`config.mk`:
```
export PLATFORM = sky130hd
export DESIGN_NAME = change_dispenser
export DESIGN_NICKNAME = d
export VERILOG_FILES = /design/src/rtl/change_dispenser.sv
export SDC_FILE = /design/constraint.sdc
export NUM_CORES = 1
export LEC_CHECK = 0
export CAP_MARGIN = 20
export CORE_ASPECT_RATIO = 1.4
export CORE_MARGIN = 8
export CORE_UTILIZATION = 40
export DETAILED_ROUTE_END_ITERATION = 6
export PLACE_DENSITY = 0.67
export SYNTH_ARGS = -nofsm -noshare
export SYNTH_HDL_FRONTEND = slang
export SYNTH_SLANG_ARGS = --single-unit
```
`constraint.sdc`:
```
create_clock -name CLOCK_50 -period 3.45 [get_ports CLOCK_50]
set_clock_uncertainty 0.1 [all_clocks]
set_input_delay 0.69 -clock CLOCK_50 [delete_from_list [all_inputs] [get_ports CLOCK_50]]
set_output_delay 0.69 -clock CLOCK_50 [all_outputs]
set_load 0.02 [all_outputs]
```
`src/rtl/change_dispenser.sv`:
```
// change_dispenser
//   Pays out a loaded credit as a sequence of 12/8/4-unit coins, largest
//   first. Each coin is preceded by TICK_DIV cycles of pacing and is then
//   offered to the ejector with a valid/ready handshake. The remaining
//   balance is shown in decimal on two active-low seven-segment digits.
//
// Parameters
//   TICK_DIV    pacing interval in cycles before each coin offer (>= 1)
//   MAX_CREDIT  largest legal credit (multiple of 4, <= 28)
//
// Ports
//   CLOCK_50    system clock, rising edge
//   RESET_N     synchronous active-low reset
//   load        one-cycle payout request, credit sampled with it
//   credit      amount to pay out
//   coin_ready  ejector accepts the offered coin
//   coin_valid  a coin is offered
//   coin_value  value of the offered coin (4, 8, 12; 0 when idle)
//   busy        payout in progress
//   done        one-cycle pulse when the balance reaches 0
//   err         one-cycle pulse on a rejected load
//   HEX1/HEX0   remaining balance, tens/ones digit

module change_dispenser #(
    parameter int TICK_DIV   = 25_000_000,
    parameter int MAX_CREDIT = 28
) (
    input  logic       CLOCK_50,
    input  logic       RESET_N,
    input  logic       load,
    input  logic [4:0] credit,
    input  logic       coin_ready,
    output logic       coin_valid,
    output logic [3:0] coin_value,
    output logic       busy,
    output logic       done,
    output logic       err,
    output logic [0:6] HEX1,
    output logic [0:6] HEX0
);

    // Counter only has to reach TICK_DIV-1.
    localparam int CNT_W = (TICK_DIV > 1) ? $clog2(TICK_DIV) : 1;
    localparam logic [CNT_W-1:0] PACE_LAST = CNT_W'(TICK_DIV - 1);

    typedef enum logic [1:0] {
        S_IDLE,
        S_PACE,
        S_OFFER,
        S_DONE
    } state_t;

    state_t           state_q;
    logic [4:0]       rem_q;
    logic [CNT_W-1:0] cnt_q;
    logic             coin_valid_q;
    logic [3:0]       coin_value_q;
    logic             busy_q;
    logic             done_q;
    logic             err_q;

    logic             credit_legal_d;
    logic [4:0]       rem_after_d;
    logic [1:0]       tens_d;
    logic [4:0]       ones_d;

    // Largest coin that fits the balance; rem is a nonzero multiple of 4
    // whenever this is used, so 4 is always a valid fallback.
    function automatic logic [3:0] coin_for(input logic [4:0] r);
        if (r >= 5'd12)     coin_for = 4'd12;
        else if (r >= 5'd8) coin_for = 4'd8;
        else                coin_for = 4'd4;
    endfunction

    // Active-low segment patterns, listed in port bit order 0..6.
    function automatic logic [0:6] seg7(input logic [4:0] d);
        case (d)
            5'd0:    seg7 = 7'b0000001;
            5'd1:    seg7 = 7'b1001111;
            5'd2:    seg7 = 7'b0010010;
            5'd3:    seg7 = 7'b0000110;
            5'd4:    seg7 = 7'b1001100;
            5'd5:    seg7 = 7'b0100100;
            5'd6:    seg7 = 7'b0100000;
            5'd7:    seg7 = 7'b0001111;
            5'd8:    seg7 = 7'b0000000;
            5'd9:    seg7 = 7'b0001100;
            default: seg7 = 7'b1111111;
        endcase
    endfunction

    always_comb begin
        credit_legal_d = (credit[1:0] == 2'b00) && (credit <= 5'(MAX_CREDIT));
        rem_after_d    = rem_q - 5'(coin_value_q);
    end

    // Binary to two decimal digits; balance never exceeds 28.
    always_comb begin
        tens_d = 2'd0;
        ones_d = rem_q;
        if (rem_q >= 5'd20) begin
            tens_d = 2'd2;
            ones_d = rem_q - 5'd20;
        end else if (rem_q >= 5'd10) begin
            tens_d = 2'd1;
            ones_d = rem_q - 5'd10;
        end
    end

    always_ff @(posedge CLOCK_50) begin
        if (!RESET_N) begin
            state_q      <= S_IDLE;
            rem_q        <= 5'd0;
            cnt_q        <= '0;
            coin_valid_q <= 1'b0;
            coin_value_q <= 4'd0;
            busy_q       <= 1'b0;
            done_q       <= 1'b0;
            err_q        <= 1'b0;
        end else begin
            done_q <= 1'b0;
            err_q  <= 1'b0;
            case (state_q)
                S_IDLE: begin
                    if (load) begin
                        if (!credit_legal_d) begin
                            err_q <= 1'b1;
                        end else if (credit == 5'd0) begin
                            // Nothing to pay: report completion straight away.
                            state_q <= S_DONE;
                            done_q  <= 1'b1;
                            busy_q  <= 1'b1;
                        end else begin
                            rem_q   <= credit;
                            cnt_q   <= '0;
                            busy_q  <= 1'b1;
                            state_q <= S_PACE;
                        end
                    end
                end
                S_PACE: begin
                    if (cnt_q == PACE_LAST) begin
                        // Coin value latched here so it stays stable until accepted.
                        state_q      <= S_OFFER;
                        coin_valid_q <= 1'b1;
                        coin_value_q <= coin_for(rem_q);
                    end else begin
                        cnt_q <= cnt_q + CNT_W'(1);
                    end
                end
                S_OFFER: begin
                    if (coin_ready) begin
                        rem_q        <= rem_after_d;
                        coin_valid_q <= 1'b0;
                        coin_value_q <= 4'd0;
                        cnt_q        <= '0;
                        if (rem_after_d == 5'd0) begin
                            state_q <= S_DONE;
                            done_q  <= 1'b1;
                        end else begin
                            state_q <= S_PACE;
                        end
                    end
                end
                S_DONE: begin
                    state_q <= S_IDLE;
                    busy_q  <= 1'b0;
                end
                default: begin
                    state_q <= S_IDLE;
                    busy_q  <= 1'b0;
                end
            endcase
        end
    end

    assign coin_valid = coin_valid_q;
    assign coin_value = coin_value_q;
    assign busy       = busy_q;
    assign done       = done_q;
    assign err        = err_q;
    assign HEX1       = seg7({3'b000, tens_d});
    assign HEX0       = seg7(ones_d);

endmodule

```
==> results of run 1 <==
[power by group through the flow]
stage               logic [mW]  clock network [mW]  registers (mW)
detailed placement       0.162                   0           0.462
floorplan                0.102                   0           0.462
CTS                      0.157               0.297           0.451
finish                   0.157               0.285           0.452
global route             0.173               0.315           0.453
global placement         0.161                   0           0.462
[per-layer routing]
| layer | GRT usage [%] | wire [um] | vias to the layer above |
|---|---|---|---|
| met1 | 13.9 | 2320 | 1088 |
| met4 | 5.07 | 107 | 0 |
| li1 | - | - | 1171 |
| met2 | 26.0 | 3220 | 55 |
| met3 | 2.54 | 326 | 11 |
| met5 | 0 | 0 | - |
[placed cells by master (no fill, tap or decap), types with 3 or more instances in the layout]
cell type        Yosys  layout
buf_4                6      11
a211oi_1             7       6
o21ai_1              1       3
or3_1                3       3
nor2b_1              7       7
nand4_1              8       8
nand2b_1             5       5
conb_1               1       3
o21a_1               5       5
mux2i_1              4       3
ha_1                10      10
inv_1                9       9
nor3_1              12      12
and3_1               9       9
nand2_1             22      21
dfxtp_1             38      36
a21oi_1             12      12
o21ai_0             14      12
clkdlybuf4s50_1      0      20
nor2_1              35      35
nor4_1               4       4
or2_2                3       3
nand3_1             21      21
xor2_1              10      10
clkbuf_2             0       3
nor3b_1              3       3
a31oi_1              3       3
clkbuf_8             1       5
[kinds of logic after synthesis]
family | count (synthesis)
and+or+nand+nor | 151
AOI/OAI and AO/OA | 65
DFF | 38
buffers and inverters | 25
xor gates and xnor gates | 12
adders and majority gates | 11
muxes | 5
other | 1
[what timing repair did]
| action | 4_1_cts | 5_1_grt |
|---|---|---|
| hold buffers | 0 | 0 |
| endpoints found under the setup margin | 7 | 6 |
| buffers inserted | 0 | 0 |
| endpoints found under the hold margin | 0 | 0 |
| pin swaps | 0 | 0 |
| gates resized for setup | 10 | 15 |
[worst max-delay path, stage by stage, from the launching register on]
cell and delay (ns):
dfxtp_2 0.37, inv_1 0.11, ha_1 0.21, nand2b_1 0.12
a21oi_4 0.08, o21a_4 0.22, xnor2_2 0.17, inv_2 0.10
ha_1 0.21, and3_1 0.15, o21ai_1 0.13, dlygate4sd2_1 0.35
[registers in the layout, indices dropped and copies added (netlist names)]
signal      count
cnt_q          25
rem_q           5
coin_value      2
state_q         2
busy            1
coin_valid      1
done            1
err             1
[per-stage QoR]
step	hold WS (ns)	worst slack, ns	cells	util, %	power (mW)
after floorplan	0.372	-0.00997	310	-	0.564
after global placement	0.356	0.0714	405	46.6	0.623
after detailed placement	0.358	0.0256	405	46.6	0.624
after CTS	0.367	0.0199	412	47.8	0.906
after global routing	0.411	0.00789	412	48.0	0.940
final	0.360	0.157	412	48.0	0.894
[worst min path at each step]
stage | end | slack, ns | depth (start not counted)
5_1_grt | coin_valid$_SDFFE_PN0P_ | 0.41 | 2
4_1_cts | coin_valid$_SDFFE_PN0P_ | 0.37 | 2
6_report | coin_valid$_SDFFE_PN0P_ | 0.36 | 2
3_5_place_dp | coin_valid$_SDFFE_PN0P_ | 0.36 | 2
3_3_place_gp | coin_valid$_SDFFE_PN0P_ | 0.36 | 2
2_1_floorplan | cnt_q[0]$_SDFFE_PN0P_ | 0.37 | 1
[cell type report]
type | count | area (um2) | area share (%)
clock buffers | 5 | 68.8 | 2.34
repair buffers | 38 | 335 | 11.4
clock inverters | 2 | 10.0 | 0.341
flip-flops and latches | 38 | 763 | 26.0
inverters | 10 | 37.5 | 1.28
multi-input cells | 247 | 1630 | 55.6
well taps | 72 | 90.1 | 3.07
==> qor.txt, run 1 <==
RSZ-0062 raised after global routing -> no
Worst setup EP type -> primary output
clk sinks -> 38
MaxCap Viol Count -> 0
worst slew pin tran -> 0.575 ns
GRT overflow -> 0
Unique masters post-synth -> 68
Synth Area in Adders -> 5.82%
Seq pwr share -> 50.5%
IO Port Bufs -> 27
Hold Violations, Final -> 0
mapped cell area -> 2490 um2
Most used DFF post-synth -> dfxtp_1
die area -> 9060 um2
largest net degree at the start of global routing -> 14
setup TNS -> 0 ns
P per Cell Area -> 304 nW/um2
CP startpoint -> rem_q[2]$_SDFFE_PN0P_
Area growth syn-to-layout -> 17.8%
number of H-tree levels -> 2
clock share of power -> 31.9%
Core Footprint -> 6130 um2
register clock-pin slew on the reported worst setup and hold paths -> 0.06 ns
TritonCTS clock tree -> built
Max-slew headroom -> 61.5%
Final min period -> 3.29 ns
Setup violations, final -> 0
WS Path Type -> reg -> out
fin nets -> 360
Synth top area share -> 30.5%
largest area contributor in the netlist -> dfxtp_1
sequential fraction of the synthesis area -> 30.5%
Tot GR Track Use -> 13.6%
Pint -> 0.645 mW
post-route cell area -> 2940 um2
WL final -> 5970 um
clk buf depth -> 2
Antenna Nets Post-Route -> 0
synth cell count leaders -> 38 x dfxtp_1, 35 x nor2_1, 22 x nand2_1, 21 x nand3_1, 14 x o21ai_0
Critical Path Fanout Max -> 6
hpwl dp -> 4720 um
initial antenna violation count -> 0
mux cell area share after synthesis -> 2.06%
Post-synth EDFFs -> 0
total CTS buffers -> 5
R2R cell count -> 8
top-count cell post-synth -> dfxtp_1
Setup crit end -> HEX0[4]
r2r setup slk -> 1.04 ns
layout cells sized above 1 -> 13.5%
Synth warnings -> 0
sw frac -> 27.9%
Logic pwr share -> 17.6%
average size of a mapped cell -> 8.10 um2
Die Ht -> 109 um
I/O Pins -> 31
leakage -> 1.14 nW
Placer Congestion -> 0.849
Via Count -> 2325
CP Data Required Time -> 2.66 ns
fillers -> 621
switching pwr -> 0.249 mW
Synth Area in Simple Gates -> 33.1%
Rows -> 34
HP Class -> reg -> reg
Worst EP arrival -> 2.50 ns
Post-Synthesis Cells -> 308
register bit total from synthesis -> 38
clock tree root driver cell -> clkbuf_8
routed len/inst -> 14.5 um
worst-case vdd ir drop -> 0.246 mV
largest family of logic cells by synthesized area -> simple AND/OR/NAND/NOR gates
DR pass1 iterations -> 4
final critical-path share of the clock period -> 95.4%
CP startpoint kind -> flip-flop
drt via density -> 5.64
compound-gate portion of the synthesized area -> 18.7%
Critical R2R Launch -> cnt_q[0]$_SDFFE_PN0P_
first-pass GRT wire length -> 9830 um
vias in the first global route -> 2217
top cells by area, synth -> dfxtp_1 30%, nor2_1 5.3%, ha_1 5.0%
# DRC -> 0
initial DRC count -> 113
Slew Viols, Final -> 0
status -> finished clean
min-delay src -> coin_valid$_SDFFE_PN0P_
Achievable Freq -> 304 MHz
ant diodes -> 0
Die Wd -> 82.7 um
worst-skew pair later-pin latency -> 0.29 ns
Post-Synth XOR/XNOR Area -> 4.51%
Area after DPL -> 2850 um2
asr flop ratio synth -> 0%
Starting Density -> 40.7%
endpoint of the worst-slack reg-to-reg timing path -> cnt_q[9]$_SDFFE_PN0P_
Note: power is estimated with default switching activity, not from simulation.
==> run 2, diff against run 1 <==
CTS_CLUSTER_DIAMETER = 200   (was unset)
==> results of run 2 <==
Final layout, timing and power as in run 1 (identical DEF).
==> edit: new RTL, config.mk and constraints of run 2 <==
Change the parameter `TICK_DIV` from 25_000_000 to 6_250_000.
--- a/src/rtl/change_dispenser.sv
+++ b/src/rtl/change_dispenser.sv
@@ -24,3 +24,3 @@
 module change_dispenser #(
-    parameter int TICK_DIV   = 25_000_000,
+    parameter int TICK_DIV   = 6_250_000,
     parameter int MAX_CREDIT = 28
Behaviour: same outputs for any inputs over 10 cycles, from zero or initial values and one cycle with RESET_N low; that may be too few to reach the edited logic, so the function may still have changed.
==> edit against run 2 <==
  * Cell area fell by 7.0%
  * Critical endpoint is now HEX0[2]
  * Sequential cell count decreased by 2
  * Total power fell by 5.2%
  * Setup slack got worse by 0.054 ns
  * Final cell count is 6.1% lower
  * Area after synthesis shrank 8.1%
  * Highest routed layer unchanged
  * Routed wire length is 8.6% lower
  * First-iteration DRC count fell by 27%
==> edit: results (changes against run 2) <==
run_status:
  status: "finished clean"  # unchanged
critical_path:
  cp_data_arrival_time_ns: 2.56  # was 2.50 ns
  critPathMaxFanout: 4  # was 6
logic_synthesis:
  synth_compound_area_share_pct: 13.8  # was 18.7%
  synth-adder-area-share_pct: 6.33  # was 5.82%
  synthXorXnorAreaFrac_pct: 8.41  # was 4.51%
  synthMuxAreaShare_pct: 0  # was 2.06%
  synthTopCellsByArea: "dfxtp_1, xor2_1, ha_1"  # was dfxtp_1, nor2_1, ha_1
  synthTopCellsByCount: "dfxtp_1, nor2_1, nand2_1"  # unchanged
finish:
  reg_top3: "cnt_q: 23 flops, rem_q: 5 flops"  # was cnt_q: 25 flops, rem_q: 5 flops
  num-fill-cells: 588  # was 621
  nets: 338  # was 360
  drive_above_1_share_pct: 12.9  # was 13.5%
routing:
  finalWirelength_um: 5460  # was 5970 um
  num_vias: 2057  # was 2325
  wl_met2_um: 2780  # was 3220 um
  first_iter_violations: 82  # was 113
  met3_length_um: 273  # was 326 um
placed_design:
  gp_congestion: 0.899  # was 0.849
  place_ws_ns: 0.0669  # was 0.0256 ns
grt:
  grt_max_degree: 22  # was 14
  met3_usage_pct: 3.32  # was 2.54%
  use_met2_pct: 22.6  # was 26.0%
  track_usage_pct: 13.0  # was 13.6%
  grtUsageMet1_pct: 13.9  # about the same
  grt_pass1_wl_um: 9060  # was 9830 um
sta:
  worst-slew-pin-transition_ns: 0.677  # was 0.575 ns
pwr:
  peakVddDrop_v: 0.000256  # was 0.000246 V
==> edit: cell count changes after synthesis, moves of 3 or more <==
cell / before / now
or2_2: 3 / 0
nor3_1: 12 / 7
o21ai_0: 14 / 10
mux2i_1: 4 / 0
buf_2: 3 / 7
and2_1: 2 / 6
and3_1: 9 / 13
xor2_1: 10 / 19
a211oi_1: 7 / 1
o21ai_1: 1 / 5
==> edit: logic make-up (layout without fill, tap and decap cells) <==
| logic type | count (synthesis) | after routing |
|---|---|---|
| AOI/OAI and AO/OA | 49 | 49 |
| xor gates and xnor gates | 22 | 22 |
| adders and majority gates | 11 | 11 |
| buffers and inverters | 29 | 57 |
| DFF | 36 | 36 |
| other | 1 | 3 |
| and+or+nand+nor | 141 | 141 |
==> edit: worst paths after layout <==
check | slack (ns) | startpoint | cells after the start | to
max | 0.10 | rem_q[2]$_SDFFE_PN0P_ | 11 | HEX0[2]
min | 0.38 | coin_valid$_SDFFE_PN0P_ | 2 | coin_valid$_SDFFE_PN0P_
max reg2reg | 0.94 | state_q[0]$_SDFFE_PN0P_ | 5 | coin_value[2]$_SDFFE_PN0P_
min reg2reg | 0.38 | coin_valid$_SDFFE_PN0P_ | 2 | coin_valid$_SDFFE_PN0P_
==> edit: final cells by class <==
cell class                      count  share of cell area (%)
Inverter                           10                    1.37
Clock inverter                      3                   0.687
Tap cell                           68                    3.11
Multi-Input combinational cell    226                    53.9
Clock buffer                        5                    2.52
Sequential cell                    36                    26.4
Timing Repair Buffer               39                    12.0
==> edit: worst max-delay path, cell delays in order, from the launching register on <==
cell,delay [ns]
dfxtp_1,0.38
inv_1,0.10
ha_1,0.23
nand2b_1,0.16
and3b_1,0.21
inv_2,0.07
nand2_1,0.08
buf_4,0.17
o22a_1,0.27
a21oi_2,0.20
nand2_1,0.06
dlygate4sd2_1,0.32
==> edit: timing repair <==
action / 4_1_cts / 5_1_grt
endpoints found under the setup margin: 7 / 7
buffers inserted: 0 / 0
pin swaps: 0 / 1
cloned: 0 / 0
resized for setup: 7 / 21
==> edit: power breakdown <==
part | leakage [nW] | internal (W) | switching (W)
Sequential | 0.291 | 0.000420 | 0.00000556
Clock | 0.0479 | 0.000140 | 0.000153
Combinational | 0.746 | 0.0000515 | 0.0000773
==> edit: stage by stage <==
step | power (W) | hold WS (ns) | cells | TNS, ns | util, %
floorplan | 0.000517 | 0.352 | 291 | 0 | -
global placement | 0.000568 | 0.368 | 379 | 0 | 47.9
detailed placement | 0.000569 | 0.368 | 379 | 0 | 47.9
CTS | 0.000858 | 0.381 | 387 | 0 | 49.3
global route | 0.000890 | 0.403 | 387 | -0.0340 | 49.5
finish | 0.000848 | 0.378 | 387 | 0 | 49.5
